## src/rtl/seg7_pkg.sv

```systemverilog
// Shared seven-segment definitions: the active-low glyph table for 0-F,
// the blank/illegal marker and the scan-decoder FSM states.
package seg7_pkg;

  // Active-low codes, bit 0 = a ... bit 6 = g; entry i is the glyph for hex i.
  localparam logic [15:0][6:0] SEG7_TABLE = {
    7'h0E, 7'h06, 7'h21, 7'h46, 7'h03, 7'h08, 7'h10, 7'h00,
    7'h78, 7'h02, 7'h12, 7'h19, 7'h30, 7'h24, 7'h79, 7'h40
  };

  localparam logic [6:0] SEG7_BLANK = 7'h7F;

  typedef enum logic [1:0] {
    ST_IDLE,
    ST_SETTLE,
    ST_HOLD
  } scan_state_t;

endpackage

```

## src/rtl/seg7_pattern_decode.sv

```systemverilog
// Combinational inverse lookup: active-low segment pattern to {valid, hex}.
module seg7_pattern_decode
  import seg7_pkg::*;
(
  input  logic [6:0] seg,
  output logic       valid,
  output logic [3:0] hex
);

  logic [15:0] hit;

  for (genvar gi = 0; gi < 16; gi++) begin : g_cmp
    assign hit[gi] = (seg == SEG7_TABLE[gi]);
  end

  // Table entries are distinct, so at most one hit is ever set.
  always_comb begin
    hex = '0;
    for (int i = 0; i < 16; i++) begin
      if (hit[i]) hex = hex | 4'(i);
    end
  end

  assign valid = |hit;

endmodule

```

## src/rtl/seven_segment_scan_decoder.sv

```systemverilog
// Receive side of a multiplexed active-low seven-segment bus: waits for each
// stable scan window, decodes the shown digit once, and commits it after confirmation.
module seven_segment_scan_decoder
  import seg7_pkg::*;
#(
  parameter int DIGITS  = 4,
  parameter int SETTLE  = 2,
  parameter int CONFIRM = 2
) (
  input  logic                  clk,
  input  logic                  rst_n,
  input  logic [6:0]            s_seg,
  input  logic [DIGITS-1:0]     an,
  output logic [4*DIGITS-1:0]   hex_out,
  output logic [DIGITS-1:0]     digit_valid,
  output logic                  upd,
  output logic                  err_pat,
  output logic                  err_multi
);

  localparam int CW = $clog2(SETTLE + 1);
  localparam int KW = $clog2(CONFIRM + 1);
  localparam int IW = (DIGITS > 1) ? $clog2(DIGITS) : 1;
  localparam int LW = $clog2(DIGITS + 1);

  logic [6:0]        r_seg;
  logic [DIGITS-1:0] r_an;
  logic [CW-1:0]     stable_cnt;
  scan_state_t       state, state_next;
  logic              sample;
  logic              any_low;
  logic [LW-1:0]     low_cnt;
  logic [IW-1:0]     an_idx;
  logic              multi;
  logic              dec_valid;
  logic [3:0]        dec_hex;
  logic [DIGITS-1:0] sel;
  logic [DIGITS-1:0] digit_upd;

  // The counter tracks how many edges the registered pair has stayed put;
  // a change is detected as the new value lands in the input register.
  always_ff @(posedge clk) begin
    if (!rst_n) begin
      r_seg      <= SEG7_BLANK;
      r_an       <= '1;
      stable_cnt <= '0;
    end else begin
      r_seg <= s_seg;
      r_an  <= an;
      if (s_seg != r_seg || an != r_an)
        stable_cnt <= '0;
      else if (stable_cnt != CW'(SETTLE))
        stable_cnt <= stable_cnt + 1'b1;
    end
  end

  assign any_low = ~&r_an;

  always_ff @(posedge clk) begin
    if (!rst_n) state <= ST_IDLE;
    else        state <= state_next;
  end

  always_comb begin
    state_next = state;
    sample     = 1'b0;
    case (state)
      ST_IDLE: begin
        if (any_low) state_next = ST_SETTLE;
      end
      ST_SETTLE: begin
        if (!any_low) begin
          state_next = ST_IDLE;
        end else if (stable_cnt == CW'(SETTLE)) begin
          sample     = 1'b1;
          state_next = ST_HOLD;
        end
      end
      ST_HOLD: begin
        // A saturated counter that has dropped means the window changed.
        if (!any_low)
          state_next = ST_IDLE;
        else if (stable_cnt != CW'(SETTLE))
          state_next = ST_SETTLE;
      end
      default: state_next = ST_IDLE;
    endcase
  end

  always_comb begin
    low_cnt = '0;
    an_idx  = '0;
    for (int i = 0; i < DIGITS; i++) begin
      if (!r_an[i]) begin
        low_cnt = low_cnt + 1'b1;
        an_idx  = IW'(i);
      end
    end
  end

  assign multi = (low_cnt > LW'(1));

  seg7_pattern_decode u_decode (
    .seg   (r_seg),
    .valid (dec_valid),
    .hex   (dec_hex)
  );

  for (genvar gi = 0; gi < DIGITS; gi++) begin : g_digit
    logic [3:0]    cand;
    logic [KW-1:0] ccnt;
    logic [KW-1:0] ccnt_next;
    logic [3:0]    hex_q;
    logic          valid_q;

    assign sel[gi] = sample && !multi && (an_idx == IW'(gi));

    always_comb begin
      ccnt_next = KW'(1);
      if (dec_hex == cand)
        ccnt_next = (ccnt == KW'(CONFIRM)) ? ccnt : KW'(ccnt + 1'b1);
    end

    always_ff @(posedge clk) begin
      if (!rst_n) begin
        cand    <= '0;
        ccnt    <= '0;
        hex_q   <= '0;
        valid_q <= 1'b0;
      end else if (sel[gi]) begin
        if (!dec_valid) begin
          ccnt    <= '0;
          valid_q <= 1'b0;
        end else begin
          cand <= dec_hex;
          ccnt <= ccnt_next;
          if (ccnt_next == KW'(CONFIRM)) begin
            hex_q   <= dec_hex;
            valid_q <= 1'b1;
          end
        end
      end
    end

    assign digit_upd[gi] = sel[gi] && dec_valid && (ccnt_next == KW'(CONFIRM)) &&
                           (!valid_q || hex_q != dec_hex);
    assign hex_out[4*gi +: 4] = hex_q;
    assign digit_valid[gi]    = valid_q;
  end

  always_ff @(posedge clk) begin
    if (!rst_n) begin
      upd       <= 1'b0;
      err_pat   <= 1'b0;
      err_multi <= 1'b0;
    end else begin
      upd       <= |digit_upd;
      err_pat   <= sample && !multi && !dec_valid;
      err_multi <= sample && multi;
    end
  end

endmodule
```

## config.mk

```make
export PLATFORM = sky130hd
export DESIGN_NAME = seven_segment_scan_decoder
export DESIGN_NICKNAME = d
export VERILOG_FILES = /design/src/rtl/seg7_pkg.sv /design/src/rtl/seg7_pattern_decode.sv /design/src/rtl/seven_segment_scan_decoder.sv
export SDC_FILE = /design/constraint.sdc
export NUM_CORES = 1
export LEC_CHECK = 0
export CAP_MARGIN = 20
export CORE_UTILIZATION = 30
export DETAILED_ROUTE_END_ITERATION = 12
export SLEW_MARGIN = 20
export SYNTH_ARGS = -nofsm -noshare
export SYNTH_HDL_FRONTEND = slang
export SYNTH_SLANG_ARGS = --single-unit
```

## constraint.sdc

```tcl
create_clock -name clk -period 10.5 [get_ports clk]
set_clock_uncertainty 0.2 [all_clocks]
set_input_delay 2.1 -clock clk [delete_from_list [all_inputs] [get_ports clk]]
set_output_delay 2.1 -clock clk [all_outputs]
set_load 0.02 [all_outputs]
```

==> results.sh, run 1 <==
export IMPL_worstMarginPinSlew_ns=0.821
export IMPL_cts_resized=0
export IMPL_cts_max_level=3
export IMPL_cts_setup_buffers=0
export IMPL_synth_largest_area_cell="dfxtp_1"
export IMPL_clk_pin_slew_ns=0.06
export IMPL_antenna_found_initial=0
export IMPL_dp_hpwl_um=5950
export IMPL_cp_max_fo=45
export IMPL_final_nets=451
export IMPL_die_h_um=111
export IMPL_cts_max_path_buffers=2
export IMPL_firstDrtPassIters=4
export IMPL_r2r_start="r_seg[4]$_SDFF_PN1_"
export IMPL_drive_above_1_share_pct=7.36
export IMPL_critPathTopFamily="buffers and inverters"
export IMPL_seq_area_frac_synth_pct=34.6
export IMPL_yosys_warnings=0
export IMPL_ys_ff_latch=62
export IMPL_grt_pass1_wl_um=15000
export IMPL_die_area_sq_mm=0.0124
export IMPL_synth_top_cell_area_share_pct=34.6
export IMPL_antenna_left=0
export IMPL_numCtsBuffers=9
export IMPL_port_buffers=35
export IMPL_powerDensity_mw_per_mm2=129
export IMPL_fin_crit_ns=4.16
export IMPL_io_pins=36
export IMPL_vias=3040
export IMPL_netlist_instances=411
export IMPL_gp_congestion=0.804
export IMPL_reg2regPathDepth=7
export IMPL_synthAdderAreaFrac_pct=3.07
export IMPL_required_ns=10.57
export IMPL_synth_area_top_cells="dfxtp_1 (35%), xor2_1 (7.3%), mux2i_1 (4.7%)"
export IMPL_hold_buffers=0
export IMPL_p_leak_nw=1.50
export IMPL_setup_ws_ns=6.34
export IMPL_synth_most_common_cell="dfxtp_1"
export IMPL_rsz0062_at_grt="false"
export IMPL_cpPeakStageDelay_ns=0.89
export IMPL_setup_viol=0
export IMPL_fin_crit_sh_pct=39.7
export IMPL_hold_viol=0
export IMPL_synthXorXnorAreaFrac_pct=10.3
export IMPL_area_delta_synth_final_pct=18.5
export IMPL_vias_per_cell=5.26
export IMPL_grt_pass1_vias=2972
export IMPL_maxCapViolCount=0
export IMPL_grt_max_degree=46
export IMPL_setup_tns_ns=0
export IMPL_grtUsageTotal_pct=15.1
export IMPL_r2r_end="g_digit[3].hex_q[0]$_SDFFE_PN0P_"
export IMPL_ys_types=66
export IMPL_clkLatencyLatePin_ns=0.33
export IMPL_status="finished clean"
export IMPL_holdCritStartpoint="g_digit[1].ccnt[0]$_SDFFE_PN0P_"
export IMPL_fmax_mhz=240
export IMPL_cp_data_arrival_time_ns=4.23
export IMPL_vdd_drop_max_mv=0.0541
export IMPL_crit_start="rst_n"
export IMPL_cp_cell_sequence="clkdlybuf4s50_1 -> inv_2 -> nor4_1 -> nand3_1 -> nor2_1"
export IMPL_drc=0
export IMPL_whs_path_depth=2
export IMPL_clock_sinks=62
export IMPL_start_util_pct=31.1
export IMPL_synth_compound_area_share_pct=17.7
export IMPL_relSlewSlack_pct=45.2
export IMPL_netlist_area_sq_mm=0.00359
export IMPL_overflow=0
export IMPL_setup_worst_path_class="input pin to flop"
export IMPL_drv_slew=0
export IMPL_num_rows=39
export IMPL_place_ws_ns=6.02
export IMPL_hold_class="flop to flop"
export IMPL_crit_path_start_kind="input pin"
export IMPL_synth_ff_type="dfxtp_1"
export IMPL_hold_end="g_digit[1].ccnt[0]$_SDFFE_PN0P_"
export IMPL_critical_path_buf_inv_count=2
export IMPL_drt_initial_drc_count=160
export IMPL_n_antenna_cell=0
export IMPL_synthMuxAreaShare_pct=5.06
export IMPL_wl_per_cell_um=15.0
export IMPL_core_area_sq_mm=0.0115
export IMPL_reg2reg_slack_ns=6.51
export IMPL_postSynthAreaPerCell_sq_um=8.72
export IMPL_synth_simple_area_share_pct=23.4
export IMPL_syn_num_nets=432
export IMPL_cts_tree="done"
export IMPL_cp_slowest_cell="clkdlybuf4s50_1"
export IMPL_synth_common_cells="dfxtp_1 (62), nor2_1 (39), xor2_1 (30)"
export IMPL_synth_top_family_by_area="simple AND/OR/NAND/NOR gates"
export IMPL_synth_async_reset_ratio_pct=0
export IMPL_cts_root_buf="clkbuf_16"
export IMPL_drt_total_wl_um=8690
export IMPL_synth_edf_count=0
export IMPL_worst_setup_path_end_kind="flop"
export IMPL_die_width_um=111
[cells in the final DEF, fill, tap and decap left out, types with 8 or more instances in the layout]
master,n
mux2i_1,17
nand2_1,25
nor2_1,39
nand3_1,14
xnor2_1,12
dfxtp_1,62
clkdlybuf4s50_1,35
nand2b_1,16
nor3_1,9
inv_1,15
clkbuf_16,9
o21ai_0,18
xor2_1,30
o211ai_1,8
a21oi_1,24
ha_1,8
[area by class of cell]
type / instances / area (sq um)
Clock buffer: 13 / 250
Clock inverter: 3 / 20.0
Fill cell: 1182 / 7270
Inverter: 16 / 60.1
Multi-Input combinational cell: 304 / 2130
Sequential cell: 62 / 1240
Tap cell: 143 / 179
Timing Repair Buffer: 37 / 365
[per-layer routing]
metal | up-vias | GRT usage [%] | share of wire, %
li1 | 1513 | - | -
met1 | 1469 | 18.7 | 46
met2 | 43 | 25.3 | 49
met3 | 15 | 3.10 | 3.9
met4 | 0 | 6.31 | 1.8
met5 | - | 0 | 0
[stage by stage]
| step | utilization [%] | total power [W] | hold slack (ns) | std cells | cell area, sq um |
|---|---|---|---|---|---|
| finish | 36.9 | 0.000549 | 0.251 | 578 | 4250 |
| global route | 36.9 | 0.000567 | 0.270 | 578 | 4250 |
| CTS | 36.9 | 0.000553 | 0.255 | 578 | 4250 |
| detailed placement | 34.6 | 0.000280 | 0.248 | 562 | 3980 |
| global placement | 34.6 | 0.000279 | 0.241 | 562 | 3980 |
| floorplan | - | 0.000269 | 0.232 | 411 | 3590 |
[cells by family (layout without fill, tap and decap cells)]
kind of cell | count (synthesis) | after routing
mux | 18 | 18
buf+inv | 45 | 69
compound gates | 85 | 85
xor+xnor | 42 | 42
flops | 62 | 62
simple gates | 150 | 150
fa+ha+maj | 9 | 9
[worst min-delay path, cell delays in order, from the launching register on]
cell,delay [ns]
dfxtp_1,0.30
nand2_1,0.05
a21oi_1,0.05
[power breakdown]
part	leakage (nW)	total, W	switching, W	internal, W
Sequential	0.503	0.000245	0.00000721	0.000238
Clock	0.126	0.000274	0.000108	0.000166
Combinational	0.873	0.0000295	0.0000158	0.0000137
[sequential cells by signal, indices dropped and copies added, names as in the netlist]
signal / count
err_multi: 1
err_pat: 1
g_digit.cand: 16
g_digit.ccnt: 8
g_digit.hex_q: 16
g_digit.valid_q: 4
r_an: 4
r_seg: 7
stable_cnt: 2
state: 2
upd: 1
[how the worst max path moves through the flow]
| stage | cells after the start | slack [ns] | endpoint |
|---|---|---|---|
| 2_1_floorplan | 11 | 7.21 | g_digit[3].hex_q[3]$_SDFFE_PN0P_ |
| 3_3_place_gp | 5 | 6.12 | stable_cnt[1]$_SDFFE_PP0N_ |
| 3_5_place_dp | 5 | 6.02 | stable_cnt[1]$_SDFFE_PP0N_ |
| 4_1_cts | 5 | 6.36 | stable_cnt[1]$_SDFFE_PP0N_ |
| 5_1_grt | 5 | 6.15 | stable_cnt[0]$_SDFFE_PP0N_ |
| 6_report | 5 | 6.34 | stable_cnt[1]$_SDFFE_PP0N_ |
Power figures use the tool's default switching activity.
==> run 2, diff against run 1 <==
- clock period: 10.5 -> 4 ns (I/O delays scaled with it)
==> run 2 against run 1 <==
Net effect: critical path depth is 6 higher; highest routed layer unchanged; register-to-register slack worse by 6.2 ns; sequential power grew to 2.6 times the previous value; global-route usage is 0.29 points lower; total power grew to 2.8 times the previous value; hold slack worse by 0.0026 ns; die area stayed put; utilization is 0.74 points higher; non-clock buffer count is 5 higher.
==> results.sh, run 2 (synthesis results as in run 1) <==
export IMPL_die_h_um=111
export IMPL_p_clk_share_pct=52.5
export IMPL_status="finished clean"
export IMPL_cp_cell_sequence="inv_1 -> ha_1 -> xnor2_1 -> ha_1 -> nor2b_1 -> xnor2_1 -> or4_1 -> a2111oi_1 -> nor4b_4 -> mux2i_1 -> nor2_1"
export IMPL_pwr_share_comb_pct=5.3
export IMPL_hold_class="flop to flop"
export IMPL_hold_viol=0
export IMPL_cts_max_path_buffers=2
export IMPL_fin_crit_sh_pct=93.5
export IMPL_fin_crit_ns=3.74
export IMPL_p_leak_nw=1.55
export IMPL_p_sw_share_pct=22.0
export IMPL_cts_root_buf="clkbuf_16"
export IMPL_setup_tns_ns=0
export IMPL_post_route_util_pct=37.6
export IMPL_core_area_sq_mm=0.0115
export IMPL_final_common_cell="dfxtp_1"
export IMPL_vias=3073
export IMPL_cp_max_fo=5
export IMPL_port_buffers=35
export IMPL_rsz0062_at_grt="false"
export IMPL_clk_pin_slew_ns=0.05
export IMPL_p_int_w=0.00119
export IMPL_setup_viol=0
export IMPL_setup_worst_path_class="flop to flop"
export IMPL_seqPwrFrac_pct=42.2
export IMPL_hold_ws_ns=0.248
export IMPL_num_rows=39
export IMPL_clkLatencyLatePin_ns=0.33
export IMPL_io_pins=36
export IMPL_drt_initial_drc_count=133
export IMPL_relSlewSlack_pct=45.5
export IMPL_fillers=1172
export IMPL_die_area_sq_mm=0.0124
export IMPL_wl_per_cell_um=15.1
export IMPL_top_regs="g_digit.cand (16), g_digit.hex_q (16), g_digit.ccnt (8)"
export IMPL_drc=0
export IMPL_clock_sinks=62
export IMPL_numCtsBuffers=9
export IMPL_start_util_pct=31.1
export IMPL_drv_slew=0
export IMPL_cts_setup_buffers=0
export IMPL_grtUsageTotal_pct=14.8
export IMPL_cp_data_arrival_time_ns=3.72
export IMPL_crit_path_start_kind="flop"
export IMPL_n_antenna_cell=0
export IMPL_cts_tree="done"
export IMPL_cpPeakStageDelay_ns=0.57
export IMPL_gp_congestion=0.857
export IMPL_critical_path_buf_inv_count=1
export IMPL_fmax_mhz=267
export IMPL_p_switching_w=0.000335
export IMPL_die_width_um=111
export IMPL_grt_max_degree=46
export IMPL_multi_input_area_sq_mm=0.00214
export IMPL_firstDrtPassIters=4
export IMPL_maxCapViolCount=0
export IMPL_powerDensity_mw_per_mm2=352
export IMPL_final_nets=456
export IMPL_antenna_left=0
export IMPL_dp_hpwl_um=6120
export IMPL_area_delta_synth_final_pct=20.9
export IMPL_worstMarginPinSlew_ns=0.817
export IMPL_final_cell_mix="dfxtp_1 (62), nor2_1 (39), clkdlybuf4s50_1 (35), xor2_1 (30), nand2_1 (25)"
export IMPL_cp_slowest_cell="a2111oi_1"
export IMPL_overflow=0
export IMPL_hold_buffers=0
export IMPL_drt_total_wl_um=8800
export IMPL_critPathTopFamily="simple AND/OR/NAND/NOR gates"
export IMPL_grt_pass1_vias=2970
export IMPL_required_ns=3.98
export IMPL_drive_above_1_share_pct=8.88
export IMPL_vias_per_cell=5.28
export IMPL_vdd_drop_max_mv=0.215
export IMPL_grt_pass1_wl_um=14500
export IMPL_cts_max_level=3
export IMPL_worst_setup_path_end_kind="flop"
export IMPL_register_area_sq_mm=0.00124
export IMPL_antenna_found_initial=0
export IMPL_cts_resized=0
[run 2: changes by cell type in the layout (fill, tap and decap cells not counted)]
cell,before,now
clkbuf_8,1,3
nor4b_4,0,1
clkbuf_1,3,0
buf_4,2,7
bufinv_16,0,1
clkinvlp_4,2,1
nor4b_2,2,1
[run 2: area by class of cell]
| cell class | instances | share of cell area [%] |
|---|---|---|
| multi-input cells | 304 | 49.4 |
| flip-flops and latches | 62 | 28.6 |
| repair buffers | 42 | 9.30 |
| clock buffers | 12 | 6.15 |
| well taps | 143 | 4.13 |
| inverters | 16 | 1.39 |
| clock inverters | 3 | 0.982 |
[run 2: per-stage QoR]
stage / area [sq um] / power (W) / cells / setup slack, ns
2_1_floorplan: 3590 / 0.000707 / 411 / 0.709
3_3_place_gp: 4020 / 0.000732 / 567 / 0.435
3_5_place_dp: 4020 / 0.000736 / 567 / 0.226
4_1_cts: 4330 / 0.00154 / 582 / 0.214
5_1_grt: 4330 / 0.00158 / 582 / 0.0781
6_report: 4330 / 0.00153 / 582 / 0.260
[run 2: power by group through the flow]
stage	Clock, W	Combinational (W)	Sequential [W]
floorplan	0	0.0000646	0.000643
global placement	0	0.0000773	0.000655
detailed placement	0	0.0000798	0.000656
CTS	0.000819	0.0000805	0.000643
global route	0.000846	0.0000883	0.000645
finish	0.000801	0.0000804	0.000644
[run 2: layer usage]
| metal | up-vias | GRT usage, % | part of all wire (%) |
|---|---|---|---|
| met2 | 53 | 25.3 | 50 |
| met4 | 0 | 6.67 | 1.7 |
| li1 | 1524 | - | - |
| met3 | 13 | 3.27 | 3.2 |
| met1 | 1483 | 17.7 | 45 |
| met5 | - | 0 | 0 |
[run 2: path summary, 6_finish.rpt]
kind                                                      start  cells past startpoint                                to  slack (ns)
worst min-delay path            g_digit[3].ccnt[0]$_SDFFE_PN0P_                      2   g_digit[3].ccnt[0]$_SDFFE_PN0P_        0.25
worst min register to register  g_digit[3].ccnt[0]$_SDFFE_PN0P_                      2   g_digit[3].ccnt[0]$_SDFFE_PN0P_        0.25
worst max register to register               r_an[1]$_SDFF_PN1_                     11  g_digit[3].hex_q[0]$_SDFFE_PN0P_        0.26
worst max-delay path                         r_an[1]$_SDFF_PN1_                     11  g_digit[3].hex_q[0]$_SDFFE_PN0P_        0.26
[run 2: tightest hold or removal path: stages (launching register included)]
cell	delay, ns
dfxtp_1	0.30
nand2_1	0.05
a21oi_1	0.05
==> run 3, diff against run 2 <==
- clock period: 4 -> 3.9 ns (I/O delays scaled with it)
==> run 3 against run 2 <==
Net effect: die area unchanged; clock power down 7.2%; first-iteration DRC count up 14%; cell count unchanged; total power down 2.6%; sequential power up 2%; global-route usage about the same; final area down 0.66%; register-to-register slack about the same; fmax up 2.3%; critical path type unchanged.
==> results.sh, run 3 (synthesis results as in run 1) <==
export IMPL_status="finished clean"
export IMPL_setup_tns_ns=0
export IMPL_grt_pass1_vias=2974
export IMPL_setup_viol=0
export IMPL_numCtsBuffers=9
export IMPL_cts_max_level=3
export IMPL_final_cell_mix="dfxtp_1 (62), nor2_1 (39), clkdlybuf4s50_1 (35), xor2_1 (30), nand2_1 (25)"
export IMPL_antenna_found_initial=0
export IMPL_grt_pass1_wl_um=14600
export IMPL_cts_resized=0
export IMPL_p_leak_nw=1.54
export IMPL_vias_per_cell=5.30
export IMPL_worst_setup_path_end_kind="flop"
export IMPL_die_width_um=111
export IMPL_start_util_pct=31.1
export IMPL_drv_slew=0
export IMPL_drive_above_1_share_pct=9.11
export IMPL_die_h_um=111
export IMPL_antenna_left=0
export IMPL_fin_crit_ns=3.65
export IMPL_dp_hpwl_um=6110
export IMPL_clk_pin_slew_ns=0.06
export IMPL_num_rows=39
export IMPL_multi_input_area_sq_mm=0.00215
export IMPL_cts_tree="done"
export IMPL_cts_max_path_buffers=2
export IMPL_fin_crit_sh_pct=93.7
export IMPL_final_nets=456
export IMPL_io_pins=36
export IMPL_finalPower_w=0.00149
export IMPL_overflow=0
export IMPL_clock_sinks=62
export IMPL_wl_per_cell_um=15.1
export IMPL_grt_max_degree=46
export IMPL_crit_path_start_kind="flop"
export IMPL_clkLatencyLatePin_ns=0.33
export IMPL_powerDensity_mw_per_mm2=345
export IMPL_vias=3085
export IMPL_fmax_mhz=274
export IMPL_final_common_cell="dfxtp_1"
export IMPL_area_delta_synth_final_pct=20.1
export IMPL_register_area_sq_mm=0.00124
export IMPL_hold_buffers=0
export IMPL_postPlaceCellArea_sq_mm=0.00402
export IMPL_cp_data_arrival_time_ns=3.64
export IMPL_drt_initial_drc_count=152
export IMPL_drt_total_wl_um=8760
export IMPL_vdd_drop_max_mv=0.154
export IMPL_core_area_sq_mm=0.0115
export IMPL_cts_root_buf="clkbuf_16"
export IMPL_maxCapViolCount=0
export IMPL_die_area_sq_mm=0.0124
export IMPL_rsz0062_at_grt="false"
export IMPL_n_antenna_cell=0
export IMPL_firstDrtPassIters=5
export IMPL_grtUsageTotal_pct=14.7
export IMPL_relSlewSlack_pct=43.8
export IMPL_drc=0
export IMPL_setup_worst_path_class="flop to flop"
export IMPL_hold_class="flop to flop"
export IMPL_gp_congestion=0.857
export IMPL_hold_viol=0
export IMPL_stdcell_area_sq_mm=0.00431
export IMPL_port_buffers=35
export IMPL_cts_setup_buffers=0
export IMPL_fillers=1182
export IMPL_worstMarginPinSlew_ns=0.842
export IMPL_required_ns=3.88
export IMPL_cp_max_fo=5
export IMPL_top_regs="g_digit.cand (16), g_digit.hex_q (16), g_digit.ccnt (8)"
[run 3: cell count changes in the layout (fill, tap and decap cells not counted)]
cell,previous run,this run
bufinv_16,1,0
clkinv_2,1,3
a2111oi_1,1,0
a2111oi_2,1,2
clkbuf_8,3,2
[run 3: metrics by stage]
stage | hold WS, ns | worst slack (ns) | utilization [%] | instances
floorplan | 0.232 | 0.609 | - | 411
global placement | 0.239 | 0.335 | 34.9 | 567
detailed placement | 0.245 | 0.140 | 34.9 | 567
CTS | 0.253 | 0.114 | 37.3 | 582
global route | 0.267 | 0.0535 | 37.4 | 582
finish | 0.248 | 0.246 | 37.4 | 582
[run 3: layout make-up]
type	instances	area share, %
well taps	143	4.16
clock buffers	11	5.87
clock inverters	4	0.523
inverters	16	1.39
flip-flops and latches	62	28.8
multi-input cells	304	49.9
repair buffers	42	9.36
[run 3: routing by layer]
layer	GRT usage (%)	share of wire (%)	vias up
li1	-	-	1516
met1	18.2	45	1488
met2	24.8	49	68
met3	3.38	3.8	13
met4	6.13	2.2	0
met5	0	0	-
[run 3: worst max-delay path: stages (launching register included)]
cell and delay [ns]:
dfxtp_1 0.39, inv_1 0.08, ha_1 0.32, xnor2_1 0.21, ha_1 0.19, nor2b_1 0.17, xnor2_1 0.13, or4_1 0.57
a2111oi_2 0.42, nor4b_4 0.46, mux2i_1 0.31, nor2_1 0.06
[run 3: where the power goes]
group | switching, W | internal [W] | leakage, nW | total, W
combinational | 0.0000446 | 0.0000381 | 0.899 | 0.0000827
clock | 0.000286 | 0.000457 | 0.137 | 0.000743
sequential | 0.0000191 | 0.000641 | 0.503 | 0.000660
total | 0.000350 | 0.00114 | 1.54 | 0.00149
[run 3: worst paths after layout]
path	to	start	depth (start not counted)	slack, ns
worst max register to register	g_digit[3].hex_q[0]$_SDFFE_PN0P_	r_an[1]$_SDFF_PN1_	11	0.25
worst min register to register	g_digit[1].ccnt[1]$_SDFFE_PN0P_	g_digit[1].ccnt[1]$_SDFFE_PN0P_	2	0.25
worst min-delay path	g_digit[1].ccnt[1]$_SDFFE_PN0P_	g_digit[1].ccnt[1]$_SDFFE_PN0P_	2	0.25
worst max-delay path	g_digit[3].hex_q[0]$_SDFFE_PN0P_	r_an[1]$_SDFF_PN1_	11	0.25
